### src/rtl/kfib_src_if.sv
// Bundled-data req/ack link carrying one WIDTH-bit term per handshake.
interface kfib_src_if #(parameter int WIDTH = 32);
  logic             req;
  logic [WIDTH-1:0] data;
  logic             ack;

  modport master (output req, output data, input ack);
  modport slave  (input req, input data, output ack);
endinterface

### src/rtl/kfib_src.sv
// k-order Fibonacci source driving a two-phase or four-phase bundled-data link.
// Optional KFIB_SYNC_ACK_EN: route ack through a 2-flop synchronizer before use.
//
// state    | meaning
// IDLE     | after reset, waiting for start
// SETUP    | load out_data with the current term
// REQ      | raise (FP) or toggle (TP) out_req
// WAIT_ACK | wait for ack to match req (TP) or rise (FP)
// RTZ      | FP only: drop out_req
// WAIT_RTZ | FP only: wait for ack to fall
// HOLD     | stalled until next is high
// DONE     | COUNT terms emitted, waiting for start
module kfib_src #(
  parameter     ENC   = "TP",
  parameter int WIDTH = 32,
  parameter int ORDER = 2,
  parameter int SAT   = 0,
  parameter int COUNT = 0
) (
  input  logic        clk,
  input  logic        rst,
  input  logic        start,
  input  logic        next,
  kfib_src_if.master  link,
  output logic        busy,
  output logic        done,
  output logic        ovf
);

  localparam bit FP = (ENC == "FP");
  localparam logic [ORDER*WIDTH-1:0] SEED = (ORDER*WIDTH)'(1) << ((ORDER-1)*WIDTH);

  typedef enum logic [2:0] {IDLE, SETUP, REQ, WAIT_ACK, RTZ, WAIT_RTZ, HOLD, DONE} state_t;

  state_t                        state, state_nxt;
  logic [ORDER-1:0][WIDTH-1:0]   h;
  logic [ORDER-1:0]              hf;
  logic [31:0]                   cnt;
  logic                          req_q;
  logic [WIDTH-1:0]              data_q;
  logic                          ack;
  logic [WIDTH+1:0]              sum;
  logic                          sum_ovf;
  logic [WIDTH-1:0]              new_term;
  logic                          hs_done;
  logic                          last;
  logic                          accept;

`ifdef KFIB_SYNC_ACK_EN
  logic [1:0] ack_sync;
  always_ff @(posedge clk) begin
    if (rst) ack_sync <= '0;
    else     ack_sync <= {ack_sync[0], link.ack};
  end
  assign ack = ack_sync[1];
`else
  assign ack = link.ack;
`endif

  always_comb begin
    sum = '0;
    for (int i = 0; i < ORDER; i++) sum = sum + (WIDTH+2)'(h[i]);
  end

  assign sum_ovf  = sum > (WIDTH+2)'({WIDTH{1'b1}});
  assign new_term = (sum_ovf && SAT != 0) ? {WIDTH{1'b1}} : sum[WIDTH-1:0];

  assign hs_done = (state == WAIT_ACK && !FP && ack == req_q) ||
                   (state == WAIT_RTZ && !ack);
  assign last    = (COUNT != 0) && (cnt + 32'd1 == 32'(COUNT));
  assign accept  = start && (state == IDLE || state == DONE);

  always_comb begin
    state_nxt = state;
    case (state)
      IDLE, DONE: if (start) state_nxt = SETUP;
      SETUP:      state_nxt = REQ;
      REQ:        state_nxt = WAIT_ACK;
      WAIT_ACK:   if (FP && ack) state_nxt = RTZ;
      RTZ:        state_nxt = WAIT_RTZ;
      HOLD:       if (next) state_nxt = SETUP;
      default:    state_nxt = state;
    endcase
    if (hs_done) state_nxt = last ? DONE : (next ? SETUP : HOLD);
  end

  // Each history entry carries a truncation flag so ovf rises with the term that was truncated.
  always_ff @(posedge clk) begin
    if (rst) begin
      state  <= IDLE;
      req_q  <= 1'b0;
      data_q <= '0;
      ovf    <= 1'b0;
      cnt    <= '0;
      h      <= SEED;
      hf     <= '0;
    end else begin
      state <= state_nxt;
      if (accept) begin
        h   <= SEED;
        hf  <= '0;
        cnt <= '0;
        ovf <= 1'b0;
      end
      if (state == SETUP) begin
        data_q <= h[0];
        ovf    <= ovf | hf[0];
      end
      if (state == REQ) req_q <= FP ? 1'b1 : ~req_q;
      if (state == RTZ) req_q <= 1'b0;
      if (hs_done) begin
        cnt <= cnt + 32'd1;
        h   <= {new_term, h[ORDER-1:1]};
        hf  <= {sum_ovf, hf[ORDER-1:1]};
      end
    end
  end

  assign link.req  = req_q;
  assign link.data = data_q;
  assign busy      = !(state == IDLE || state == DONE);
  assign done      = (state == DONE);

endmodule
### src/flat_wrapper.sv
// flat-port wrapper written by rule: the top's interface ports become plain ports
module kfib_src_flat 
#(
  parameter     ENC   = "  ",
  parameter int WIDTH = 32,
  parameter int ORDER = 2,
  parameter int SAT   = 0,
  parameter int COUNT = 0
)
  (clk, rst, start, next, busy, done, ovf, link_req, link_data, link_ack);
  kfib_src_if #(.WIDTH(WIDTH)) link_i ();
  input  logic clk;
  input  logic rst;
  input  logic start;
  input  logic next;
  output logic busy;
  output logic done;
  output logic ovf;
  output wire logic [$bits(link_i.req)-1:0] link_req;
  output wire logic [$bits(link_i.data)-1:0] link_data;
  input wire logic [$bits(link_i.ack)-1:0] link_ack;
  assign link_req = link_i.req;
  assign link_data = link_i.data;
  assign link_i.ack = link_ack;
  kfib_src #(.ENC(ENC), .WIDTH(WIDTH), .ORDER(ORDER), .SAT(SAT), .COUNT(COUNT)) u_core (.clk(clk), .rst(rst), .start(start), .next(next), .link(link_i), .busy(busy), .done(done), .ovf(ovf));
endmodule
### config.mk
export PLATFORM = sky130hd
export DESIGN_NAME = kfib_src_flat
export DESIGN_NICKNAME = d
export VERILOG_FILES = /design/src/rtl/kfib_src_if.sv /design/src/rtl/kfib_src.sv /design/src/flat_wrapper.sv
export SDC_FILE = /design/constraint.sdc
export NUM_CORES = 1
export LEC_CHECK = 0
export ABC_CLOCK_PERIOD_IN_PS = 3010
export BUFFER_PORTS_ARGS = -buffer_cell sky130_fd_sc_hd__clkbuf_2
export CORE_ASPECT_RATIO = 1.5
export CORE_UTILIZATION = 55
export CTS_CLUSTER_SIZE = 28
export DETAILED_ROUTE_END_ITERATION = 8
export PLACE_DENSITY = 0.85
export SYNTH_ARGS = -nofsm -noshare
export SYNTH_HDL_FRONTEND = slang
export SYNTH_SLANG_ARGS = --single-unit
### constraint.sdc
create_clock -name clk -period 3.01 [get_ports clk]
set_clock_uncertainty 0.05 [all_clocks]
set_input_delay 0.301 -clock clk [delete_from_list [all_inputs] [get_ports clk]]
set_output_delay 0.301 -clock clk [all_outputs]
set_load 0.05 [all_outputs]
# --- Word-level counts from Yosys, hierarchy flattened ---
# Index checks and enable logic that the tools add are counted.
totals:
  ff_bits: 103
  inputBits: 5
  output_inout_bits: 36
  wordCells: 46
op_classes:
  add_sub_neg: 1
  magnitude_cmp: 1
  n_eq_ne: 10
  muxes: 11
  n_bitwise: 2
  reduce_logical: 14
op_table:
  columns: ["cell", "n"]
  rows:
  - ["64-bit 2-to-1 mux", 2]
  - ["34-bit by 32-bit > comparator with 1-bit output (second input constant)", 1]
  - ["32-bit by 32-bit adder with 33-bit output", 1]
  - ["3-bit case mux with 5 select lines", 1]
  - ["3-bit == test (second input constant)", 4]
  - ["3-bit 2-to-1 mux", 4]
  - ["3-bit by 2-bit == test with 1-bit output (second input constant)", 2]
  - ["3-bit by 2-bit != test with 1-bit output (second input constant)", 2]
  - ["6-bit nonzero test", 1]
  - ["2-bit 2-to-1 mux", 2]
  - ["2-bit nonzero test", 2]
  - ["2-bit OR reduction", 2]
  - ["3-bit by 1-bit == test with 1-bit output (second input constant)", 1]
  - ["1-bit logical AND", 3]
  - ["3-bit logical NOT", 1]
  - ["3-bit AND reduction", 1]
  - ["1-bit logical NOT", 2]
  - ["1-bit logical OR", 2]
  - ["1-bit 2-to-1 mux", 2]
  - ["1-bit == test", 1]
  - ["1-bit NOT", 1]
  - ["1-bit OR", 1]

# --- Logic depth before layout (Yosys ltp) ---
depth:
  ltp_word: 5
  mapped_depth: 10

# --- Least setup slack after synthesis ---
# Ideal clock, no wire load.
synth_path:
  kind: "register -> register"
  from: "register u_core.h[0] (netlist bit)"
  to: "register u_core.h[54] (netlist bit)"
  setup_time_ns: 0.117
  arrival_time_ns: 2.119
  t_required_ns: 2.843
  slack_ns: 0.724
  path_stages_with_launch: 11
  path_buffers: 0
  synth_period_minus_slack_ns: 2.286
  path_cell_list: "dfxtp_1 ha_1 inv_1 fa_1 nor2b_1 o2111ai_1 a21oi_2 a21oi_2 a21oi_2 o21ai_0 a32o_1"
synth_between:
  elab_chain_cells: 2
synth_lines:
  columns: ["element", "line", "text"]
  rows:
  - ["start: declaration", "kfib_src.sv:36", "logic [ORDER-1:0][WIDTH-1:0] h;"]
  - ["start signal: assignment", "kfib_src.sv:113", "h <= {new_term, h[ORDER-1:1]};"]
  - ["32-bit by 32-bit adder with 33-bit output", "kfib_src.sv:62", "for (int i = 0; i < ORDER; i++) sum = sum + (WIDTH+2)'(h[i]);"]
  - ["64-bit 2-to-1 mux", "kfib_src.sv:111", "if (hs_done) begin"]
# No other way between the ends.
# A chain may end at the register's enable or synchronous reset.

# --- Final worst setup path ---
# Same ends and word-level chain as after synthesis.

==> metrics.txt <==
# TYPE chip_impl_metric gauge
chip_impl_info{name="outcome",value="finished, violations left"} 1
chip_impl_info{name="failed_checks",value="DRC"} 1
chip_impl_metric{name="grt_start_max_net_pins",unit=""} 45
chip_impl_info{name="crit_path_top_delay_cell",value="fa_1"} 1
chip_impl_metric{name="syn_to_final_growth",unit="%"} 9.90
chip_impl_metric{name="finalWeightedCongestion",unit=""} 0.956
chip_impl_metric{name="grt.total_usage",unit="%"} 25.1
chip_impl_metric{name="die_height",unit="um"} 123
chip_impl_metric{name="detail_route.vias_per_cell",unit=""} 6.02
chip_impl_metric{name="holdBufCountCts",unit=""} 0
chip_impl_info{name="rr_endpoint",value="u_core.h[54]"} 1
chip_impl_info{name="synth_area_leaders",value="dfxtp_1 (38%), nand2_1 (7.6%), ha_1 (7.4%)"} 1
chip_impl_info{name="layout_common_cells",value="nand2_1 (110), dfxtp_1 (103), a21oi_1 (67)"} 1
chip_impl_metric{name="period_share",unit="%"} 88.0
chip_impl_info{name="setup.worst_path.class",value="flip-flop to flip-flop"} 1
chip_impl_metric{name="design.final.nets",unit=""} 722
chip_impl_info{name="kind_of_capture_point_of_the_worst_setup_path",value="flip-flop"} 1
chip_impl_metric{name="grt_pass1_wl",unit="mm"} 20.7
chip_impl_metric{name="hold_viol",unit=""} 0
chip_impl_metric{name="grt.overflow.total",unit=""} 0
chip_impl_metric{name="grt_antenna_before_repair",unit=""} 0
chip_impl_metric{name="synth_cell_type_count",unit=""} 62
chip_impl_metric{name="reg2reg_slack",unit="ns"} 0.36
chip_impl_info{name="clockRootBuffer",value="clkbuf_16"} 1
chip_impl_metric{name="yosysWarningCount",unit=""} 0
chip_impl_metric{name="diodes",unit=""} 0
chip_impl_metric{name="postSynth.asyncResetShare",unit="%"} 0
chip_impl_metric{name="drt-total-wl",unit="mm"} 12.7
chip_impl_metric{name="cts_setup_buffers",unit=""} 0
chip_impl_metric{name="num_io_pins",unit=""} 41
chip_impl_metric{name="cts_inserted_buffers",unit=""} 9
chip_impl_metric{name="cp.arrival",unit="ns"} 2.85
chip_impl_metric{name="netlist_instances",unit=""} 673
chip_impl_metric{name="critical_path.max_fanout",unit=""} 6
chip_impl_metric{name="detailed_place_hpwl",unit="mm"} 8.85
chip_impl_metric{name="postSynthNetCount",unit=""} 711
chip_impl_metric{name="post-place-cells",unit=""} 788
chip_impl_metric{name="final_antenna_net_count",unit=""} 0
chip_impl_metric{name="drv.max_cap_violation_count",unit=""} 0
chip_impl_metric{name="post_layout_nonfiller_instances",unit=""} 804
chip_impl_metric{name="detailed_route_via_count",unit=""} 4843
chip_impl_metric{name="layout-drive-gt1-share",unit="%"} 11.6
chip_impl_info{name="path_cells",value="ha_1 > inv_1 > fa_1 > nor2b_1 > o2111ai_1 > a21oi_2 > a21oi_2 > a21oi_2 > o21ai_0 > a32o_1"} 1
chip_impl_metric{name="drt_iter0_markers",unit=""} 232
chip_impl_metric{name="portBuffers",unit=""} 40
chip_impl_metric{name="r2r_cells",unit=""} 10
chip_impl_info{name="synth-main-ff-cell",value="dfxtp_1"} 1
chip_impl_metric{name="placeableCoreArea",unit="um^2"} 9630
chip_impl_metric{name="ys_seq_area_share",unit="%"} 38.1
chip_impl_metric{name="cts_sinks",unit=""} 103
chip_impl_info{name="min-delay-path-class",value="input port to flip-flop"} 1
chip_impl_metric{name="cts_resized",unit=""} 0
chip_impl_metric{name="fmax",unit="MHz"} 377
chip_impl_metric{name="worst-path-buf-inv",unit=""} 1
chip_impl_info{name="first_element_of_the_critical_path",value="u_core.h[0]"} 1
chip_impl_metric{name="critical_path.max_stage_delay",unit="ns"} 0.40
chip_impl_metric{name="power.density",unit="nW/um^2"} 487
chip_impl_metric{name="firstDrtPassIters",unit=""} 6
chip_impl_metric{name="crit_cells",unit=""} 10
chip_impl_metric{name="initial_core_util",unit="%"} 56.1
chip_impl_metric{name="maxSlewViolCount",unit=""} 0
chip_impl_info{name="crit_path_end",value="u_core.h[54]"} 1
chip_impl_metric{name="synth_edf_count",unit=""} 0
chip_impl_metric{name="detail_route.wl_per_cell",unit="um"} 15.8
chip_impl_metric{name="clk_latency",unit="ns"} 0.35
chip_impl_metric{name="design.die.area",unit="um^2"} 10200
chip_impl_metric{name="post-route-drc-count",unit=""} 1
chip_impl_metric{name="die-width",unit="um"} 83.0
chip_impl_metric{name="clkTransAtPathRegs",unit="ns"} 0.07
chip_impl_metric{name="setup_viol",unit=""} 0
chip_impl_metric{name="fp-row-count",unit=""} 44
chip_impl_metric{name="power.static_leakage",unit="nW"} 2.36
chip_impl_metric{name="synth.cell_area",unit="um^2"} 5410
chip_impl_metric{name="clock_tree.buffer_depth",unit=""} 2
chip_impl_metric{name="timing.final.crit_period",unit="ns"} 2.65
chip_impl_metric{name="setup_tns",unit="ns"} 0
chip_impl_info{name="synth_area_leader_cell",value="dfxtp_1"} 1
chip_impl_metric{name="syn-mean-instance-area",unit="um^2"} 8.04
chip_impl_metric{name="max-slew-margin-rel",unit="%"} 44.6
chip_impl_metric{name="worst-endpoint-required",unit="ns"} 3.21
chip_impl_info{name="grt_setup_unrepaired",value="no"} 1
chip_impl_info{name="cts_tree",value="done"} 1
chip_impl_metric{name="via_count_of_the_first_global_routing_pass",unit=""} 4543
chip_impl_info{name="mostFrequentLayoutCell",value="nand2_1"} 1
chip_impl_metric{name="max_slew.worst_pin.slew",unit="ns"} 0.831
chip_impl_info{name="cp-start-kind",value="flip-flop"} 1
chip_impl_metric{name="min_path_cells",unit=""} 3
chip_impl_metric{name="netlist.area_leader.share",unit="%"} 38.1
chip_impl_info{name="r2r_start",value="u_core.h[0]"} 1
chip_impl_info{name="timing.critical_path.mode_cell",value="a21oi_2"} 1
chip_impl_info{name="critical_path.top_delay_family",value="compound AO/OA/AOI/OAI gates"} 1
chip_impl_metric{name="ir_worst_vdd",unit="mV"} 0.376
chip_impl_metric{name="layout.filler_cells",unit=""} 840
chip_impl_metric{name="synth_seq_cells",unit=""} 103
chip_impl_metric{name="cts.htree.levels",unit=""} 3
==> worst reg2reg max path, stage by stage (launching register included) <==
cell	delay [ns]
dfxtp_1	0.37
ha_1	0.21
inv_1	0.06
fa_1	0.40
nor2b_1	0.18
o2111ai_1	0.19
a21oi_2	0.27
a21oi_2	0.11
a21oi_2	0.29
o21ai_0	0.15
a32o_1	0.27
==> how the worst min path moves through the flow <==
stage	to	from	slack (ns)
3_5_place_dp	u_core.link.data[3]	u_core.link.data[3]	0.40
2_1_floorplan	u_core.h[63]	u_core.h[63]	0.39
4_1_cts	u_core.ovf	start	0.25
6_report	u_core.ovf	start	0.26
5_1_grt	u_core.ovf	start	0.27
3_3_place_gp	u_core.link.data[5]	u_core.link.data[5]	0.39
==> sequential cells by signal (all words and copies together), names as in the netlist <==
signal and count:
u_core.h 64, u_core.link.data 32, u_core.state 3, u_core.hf 2
u_core.link.req 1, u_core.ovf 1
==> cells by family (layout without fill, tap and decap cells) <==
group	Yosys count	in the layout	share of synthesized area [%]
multiplexers	2	2	0.370
flip-flops	103	103	38.1
AO/OA/AOI/OAI	216	216	26.3
AND/OR/NAND/NOR	234	234	18.9
adder cells (fa/ha/maj)	33	33	7.77
XOR/XNOR	24	24	3.89
buffers and inverters	61	77	4.65
==> power by group <==
part / total, mW / internal [mW] / switching (mW)
sequential: 1.39 / 1.37 / 0.0184
clock: 1.28 / 0.740 / 0.544
combinational: 0.225 / 0.0474 / 0.177
total: 2.90 / 2.16 / 0.740
==> synth_stat cells (all sizes together), types with 2 or more instances <==
cell     count
a211o        2
a21boi       2
a21o        17
a21oi       71
a221o        2
a22oi       42
a2bb2oi      2
a31o         2
a31oi        9
and2         3
and3         6
buf         12
clkbuf      37
dfxtp      103
ha          32
inv         12
mux2i        2
nand2      110
nand2b       4
nand3       11
nand4       10
nor2        61
nor2b        4
nor3        14
nor3b        2
nor4         2
o2111ai      2
o211a        2
o211ai       3
o21a         4
o21ai       37
o21bai       2
o22ai        4
o31ai        4
or3          4
xnor2       20
xor2         4
==> final cells by class <==
cell class              count  area (um^2)  share of cell area (%)
clock inverters             7          105                    1.77
repair buffers             49          268                    4.50
well taps                 115          144                    2.42
flip-flops and latches    103         2060                    34.7
multi-input cells         509         3100                    52.1
inverters                  12         45.0                   0.758
clock buffers               9          225                    3.79
==> per-layer routing <==
layer	vias up	wire, um	GRT usage, %
met5	-	0	0
met4	0	396	11.3
met3	27	404	4.61
met2	104	6520	46.7
met1	2283	5410	27.7
li1	2429	-	-
==> metrics by stage <==
stage | total power [mW] | area, um^2 | setup WS, ns | hold slack [ns] | util (%)
6_report | 2.90 | 5940 | 0.361 | 0.257 | 61.7
4_1_cts | 2.91 | 5940 | 0.360 | 0.250 | 61.7
5_1_grt | 2.99 | 5940 | 0.142 | 0.271 | 61.7
3_3_place_gp | 1.64 | 5610 | 0.478 | 0.390 | 58.3
3_5_place_dp | 1.64 | 5610 | 0.375 | 0.395 | 58.3
2_1_floorplan | 1.58 | 5410 | 0.724 | 0.393 | -
(Power assumes the default switching activity.)
